### src/rtl/seq_pkg.sv
// Shared definitions for the serial pattern generator.
// Holds the FSM state encoding and the default maximum pattern length.
// Encodings outside the enum are treated as IDLE by the FSM.
package seq_pkg;

  // Default maximum pattern length in bits.
  localparam int SEQ_MAX_LEN = 8;

  // FSM state encoding; 2'b11 is unused and recovers to IDLE.
  typedef enum logic [1:0] {
    IDLE  = 2'd0,
    SHIFT = 2'd1,
    DONE  = 2'd2
  } state_e;

endpackage

### src/rtl/sequence_generator.sv
// Serial pattern generator: emits len bits of pattern MSB-first, reps times back-to-back, then a done pulse.
// Latency: first bit on out one cycle after the accepting start edge; repetitions have no gap; one DONE cycle.
// Backpressure: none; start is sampled only in IDLE, abort cancels an emission in SHIFT without done.
// Ports:
//   clk, rst_n            clock and asynchronous active-low reset
//   start, abort          begin an emission (IDLE only) / cancel an emission (SHIFT only)
//   pattern, len, reps    pattern bits, bit count (clamped to MAX_LEN), repetitions (0 means 1)
//   out, out_valid        serial data bit and its qualifier (out is 0 when not valid)
//   busy, done            high outside IDLE / one-cycle pulse after the final bit
module sequence_generator
  import seq_pkg::*;
#(
  parameter int MAX_LEN = SEQ_MAX_LEN,
  parameter int LEN_W   = 4
) (
  input  logic               clk,
  input  logic               rst_n,
  input  logic               start,
  input  logic               abort,
  input  logic [MAX_LEN-1:0] pattern,
  input  logic [LEN_W-1:0]   len,
  input  logic [LEN_W-1:0]   reps,
  output logic               out,
  output logic               out_valid,
  output logic               busy,
  output logic               done
);

  localparam int IDX_W = (MAX_LEN > 1) ? $clog2(MAX_LEN) : 1;

  state_e             state_q, state_d;
  logic [MAX_LEN-1:0] pattern_q, pattern_d;
  logic [IDX_W-1:0]   idx_q, idx_d;
  // Index of the first bit of each repetition (clamped len - 1).
  logic [IDX_W-1:0]   last_idx_q, last_idx_d;
  // Repetitions still to run after the current one.
  logic [LEN_W-1:0]   reps_left_q, reps_left_d;

  logic [31:0]        len_ext;
  logic [31:0]        len_clamp;

  // State and datapath registers.
  always_ff @(posedge clk or negedge rst_n) begin
    if (!rst_n) begin
      state_q     <= IDLE;
      pattern_q   <= '0;
      idx_q       <= '0;
      last_idx_q  <= '0;
      reps_left_q <= '0;
    end else begin
      state_q     <= state_d;
      pattern_q   <= pattern_d;
      idx_q       <= idx_d;
      last_idx_q  <= last_idx_d;
      reps_left_q <= reps_left_d;
    end
  end

  // Next-state and datapath update.
  always_comb begin
    state_d     = state_q;
    pattern_d   = pattern_q;
    idx_d       = idx_q;
    last_idx_d  = last_idx_q;
    reps_left_d = reps_left_q;

    len_ext   = 32'(len);
    len_clamp = (len_ext > 32'(MAX_LEN)) ? 32'(MAX_LEN) : len_ext;

    case (state_q)
      IDLE: begin
        // len == 0 is a no-op request; abort has no meaning here.
        if (start && (len != '0)) begin
          state_d     = SHIFT;
          pattern_d   = pattern;
          last_idx_d  = IDX_W'(len_clamp - 32'd1);
          idx_d       = IDX_W'(len_clamp - 32'd1);
          reps_left_d = (reps == '0) ? '0 : reps - LEN_W'(1);
        end
      end
      SHIFT: begin
        if (abort) begin
          state_d = IDLE;
        end else if (idx_q == '0) begin
          if (reps_left_q != '0) begin
            // Wrap straight into the next repetition, no idle cycle.
            idx_d       = last_idx_q;
            reps_left_d = reps_left_q - LEN_W'(1);
          end else begin
            state_d = DONE;
          end
        end else begin
          idx_d = idx_q - IDX_W'(1);
        end
      end
      DONE: begin
        state_d = IDLE;
      end
      default: begin
        state_d = IDLE;
      end
    endcase
  end

  // Moore outputs decoded from registered state only.
  always_comb begin
    out_valid = (state_q == SHIFT);
    out       = out_valid & pattern_q[idx_q];
    busy      = (state_q != IDLE);
    done      = (state_q == DONE);
  end

endmodule
### config.mk
export PLATFORM = sky130hd
export DESIGN_NAME = sequence_generator
export DESIGN_NICKNAME = d
export VERILOG_FILES = /design/src/rtl/seq_pkg.sv /design/src/rtl/sequence_generator.sv
export SDC_FILE = /design/constraint.sdc
export NUM_CORES = 1
export LEC_CHECK = 0
export ABC_CLOCK_PERIOD_IN_PS = 2550
export BUFFER_PORTS_ARGS = -buffer_cell sky130_fd_sc_hd__buf_2
export CORE_UTILIZATION = 54
export DETAILED_ROUTE_END_ITERATION = 8
export GPL_ROUTABILITY_DRIVEN = 0
export HOLD_SLACK_MARGIN = 0.02
export PLACE_DENSITY = 0.84
export SYNTH_ARGS = -nofsm -noshare
export SYNTH_HDL_FRONTEND = slang
export SYNTH_SLANG_ARGS = --single-unit
### constraint.sdc
create_clock -name clk -period 2.55 [get_ports clk]
set_input_delay 0.1275 -clock clk [delete_from_list [all_inputs] [get_ports clk]]
set_output_delay 0.1275 -clock clk [all_outputs]
set_load 0.01 [all_outputs]
==> impl_metrics.tcl <==
set metrics [dict create \
    status "completed" \
    rsz0062_at_grt "false" \
    cts_setup_buffers 0 \
    gr-usage-all-layers_pct 22.47 \
    worstSetupEndpointType "register" \
    htreeDepth 1 \
    io_pins 24 \
    antenna_found_initial 0 \
    antenna_cells 0 \
    antenna_left 0 \
    whs_endpoint "pattern_q[5]$_DFFE_PN0P_" \
    synth_top_area_share_pct 41.03 \
    ys_types 39 \
    syn_avg_cell_area_sq_um 11.30 \
    synth_area_sq_um 1220 \
    grt_pass1_vias 1011 \
    cp_max_fo 4 \
    area_growth_pct 15.90 \
    port_buffers 23 \
    yosysMostFrequentCell "dfrtp_1" \
    synth_commonest_cells "dfrtp_1, mux2_1, inv_1" \
    crit_type "register to register" \
    fin_crit_sh_pct 77.27 \
    fin_total_pwr_w 0.001275 \
    die_y_um 49.53 \
    period_minus_slack_ns 1.970 \
    syn-num-nets 132 \
    clkLatencyLatePin_ns 0.30 \
    drv_cap 0 \
    synthCells 108 \
    final_nets 160 \
    cp.arrival_ns 2.16 \
    synth_edf_count 0 \
    tightest_slew_ns 0.6676 \
    yosysSeqAreaShare_pct 41.03 \
    post-route-util_pct 69.24 \
    async_flop_share_pct 100.0 \
    hold_depth 2 \
    start_kind "register" \
    clock_path_buffers 2 \
    rr_worst_depth 6 \
    relSlewSlack_pct 55.35 \
    fillers 171 \
    route.detailed.wl_per_inst_um 14.81 \
    r2r-start "idx_q[0]$_DFFE_PN0P_" \
    vdd_drop_max_mv 0.5476 \
    hold_path.class "input port to register" \
    r2r_setup_slack_ns 0.58 \
    hold_violations 0 \
    fp.dieW_um 49.53 \
    p_leak_nw 0.6508 \
    avgViaCountPerCell 5.796 \
    vias 939 \
    grt_first_pass_wirelength_um 4160 \
    finalNonFillerCells 162 \
    p_per_area_nw_per_um2 902.0 \
    route.detailed.drc 0 \
    core_area_sq_um 2042 \
    tns_ns 0 \
    clock_sinks 20 \
    finalSetupViolations 0 \
    grt_start_max_net_pins 21 \
    ys_seq_elements 20 \
    synth_area_leader_cell "dfrtp_1" \
    grt-ovfl-total 0 \
    rr_endpoint "idx_q[2]$_DFFE_PN0P_" \
    crit_required_ns 2.74 \
    numCtsBuffers 3 \
    clk_pin_slew_worst_paths_ns 0.11 \
    cts_resized 0 \
    clock_skew_ns 0.004583 \
    dp_hpwl_um 1856 \
    clockRootBuffer "clkbuf_4" \
    dr.first_iter.drc_count 18 \
    yosysWarnings 0 \
    drive_gt1_share_pct 28.89 \
    report.final.slew_viol_count 0 \
    place_inst 156 \
    hp-start "pattern[5]" \
    cts_tree "built" \
    num_rows 16 \
    ys.flop_type "dfrtp_1" \
    fp.dieArea_sq_um 2453 \
    initial_core_util_pct 59.74 \
    synth.area.top_cells "dfrtp_1, mux2_1, ha_1" \
    fmax_mhz 507.5 \
    dr.pass1.iters 4 \
    drt_wl_total_um 2399 \
]
cell type report:
class	instances	area, sq um	area share [%]
clock buffers	4	36.28	2.566
inverters	8	30.03	2.124
multi-input cells	78	678.2	47.96
flip-flops and latches	20	500.5	35.40
well taps	27	33.78	2.389
repair buffers	25	135.1	9.558
worst max-delay path by stage:
| stage | startpoint | endpoint | slack, ns | cells after the start |
|---|---|---|---|---|
| 3_5_place_dp | idx_q[0]$_DFFE_PN0P_ | idx_q[2]$_DFFE_PN0P_ | 0.61 | 6 |
| 2_1_floorplan | idx_q[0]$_DFFE_PN0P_ | idx_q[2]$_DFFE_PN0P_ | 0.75 | 6 |
| 4_1_cts | idx_q[0]$_DFFE_PN0P_ | idx_q[2]$_DFFE_PN0P_ | 0.60 | 6 |
| 3_3_place_gp | idx_q[0]$_DFFE_PN0P_ | idx_q[2]$_DFFE_PN0P_ | 0.70 | 6 |
| 6_report | idx_q[0]$_DFFE_PN0P_ | idx_q[2]$_DFFE_PN0P_ | 0.58 | 6 |
| 5_1_grt | idx_q[0]$_DFFE_PN0P_ | idx_q[2]$_DFFE_PN0P_ | 0.50 | 6 |
metal layers:
metal / track usage, % / part of all wire (%) / vias to the layer above
met4: 10.95 / 1.4 / 0
li1: - / - / 452
met1: 26.37 / 42 / 448
met2: 39.41 / 52 / 34
met3: 3.704 / 4.6 / 5
met5: 0 / 0 / -
timing repair:
action / in CTS / in global routing
endpoints found under the hold margin: 21 / 0
endpoints found under the setup margin: 0 / 0
hold buffers: 2 / 0
power breakdown:
group	switching, W	internal, W
clock network	0.0000931	0.0000870
logic	0.000276	0.000290
registers	0.0000980	0.000432
state kept, by name, summed over array words and instances, names as in the netlist:
register and flops:
state_q 2, reps_left_q 4, pattern_q 8, last_idx_q 3, idx_q 3
stage by stage:
step / hold WS (ns) / setup WS, ns / area [sq um]
finish: 0.03873 / 0.5797 / 1414
global route: 0.02446 / 0.4967 / 1414
CTS: 0.03388 / 0.5952 / 1414
detailed placement: 0.09666 / 0.6099 / 1358
global placement: 0.08965 / 0.6972 / 1358
floorplan: -0.1681 / 0.7461 / 1220
kinds of logic (layout without fill, tap and decap cells):
group	count (synthesis)	after routing	share of synthesized area [%]
mux	18	18	18.26
simple gates	32	32	17.75
compound gates	23	23	14.77
flops	20	20	41.03
buf+inv	10	37	3.385
xor+xnor	1	1	0.7181
fa+ha+maj	4	4	4.103
layout by cell type (no fill, tap or decap), drive strengths merged:
cell type | synthesis | layout
o2bb2ai | 3 | 3
a31oi | 2 | 2
a21oi | 3 | 3
or3 | 2 | 2
mux2 | 11 | 11
nor2 | 5 | 5
nand3 | 2 | 2
or2 | 1 | 1
nor4 | 1 | 1
o21bai | 1 | 1
buf | 1 | 23
o31a | 1 | 1
a21boi | 1 | 1
o211ai | 3 | 3
nand4 | 1 | 1
dlygate4sd3 | 0 | 2
mux2i | 5 | 5
xnor2 | 1 | 1
dfrtp | 20 | 20
ha | 4 | 4
nor3 | 3 | 3
a21bo | 1 | 1
o32ai | 1 | 1
nand4b | 1 | 1
clkbuf | 1 | 4
or4b | 1 | 1
o311ai | 2 | 2
inv | 8 | 8
o21ai | 5 | 5
nand2 | 7 | 7
nand2b | 6 | 6
mux4 | 2 | 2
nor2b | 2 | 2
worst max-delay path, stage by stage, from the launching register on:
cell and delay [ns]:
dfrtp_1 0.45, inv_1 0.13, ha_1 0.27, nand2b_4 0.10, or3_4 0.40, a21oi_4 0.21, mux2_4 0.31
(Power assumes the default switching activity.)
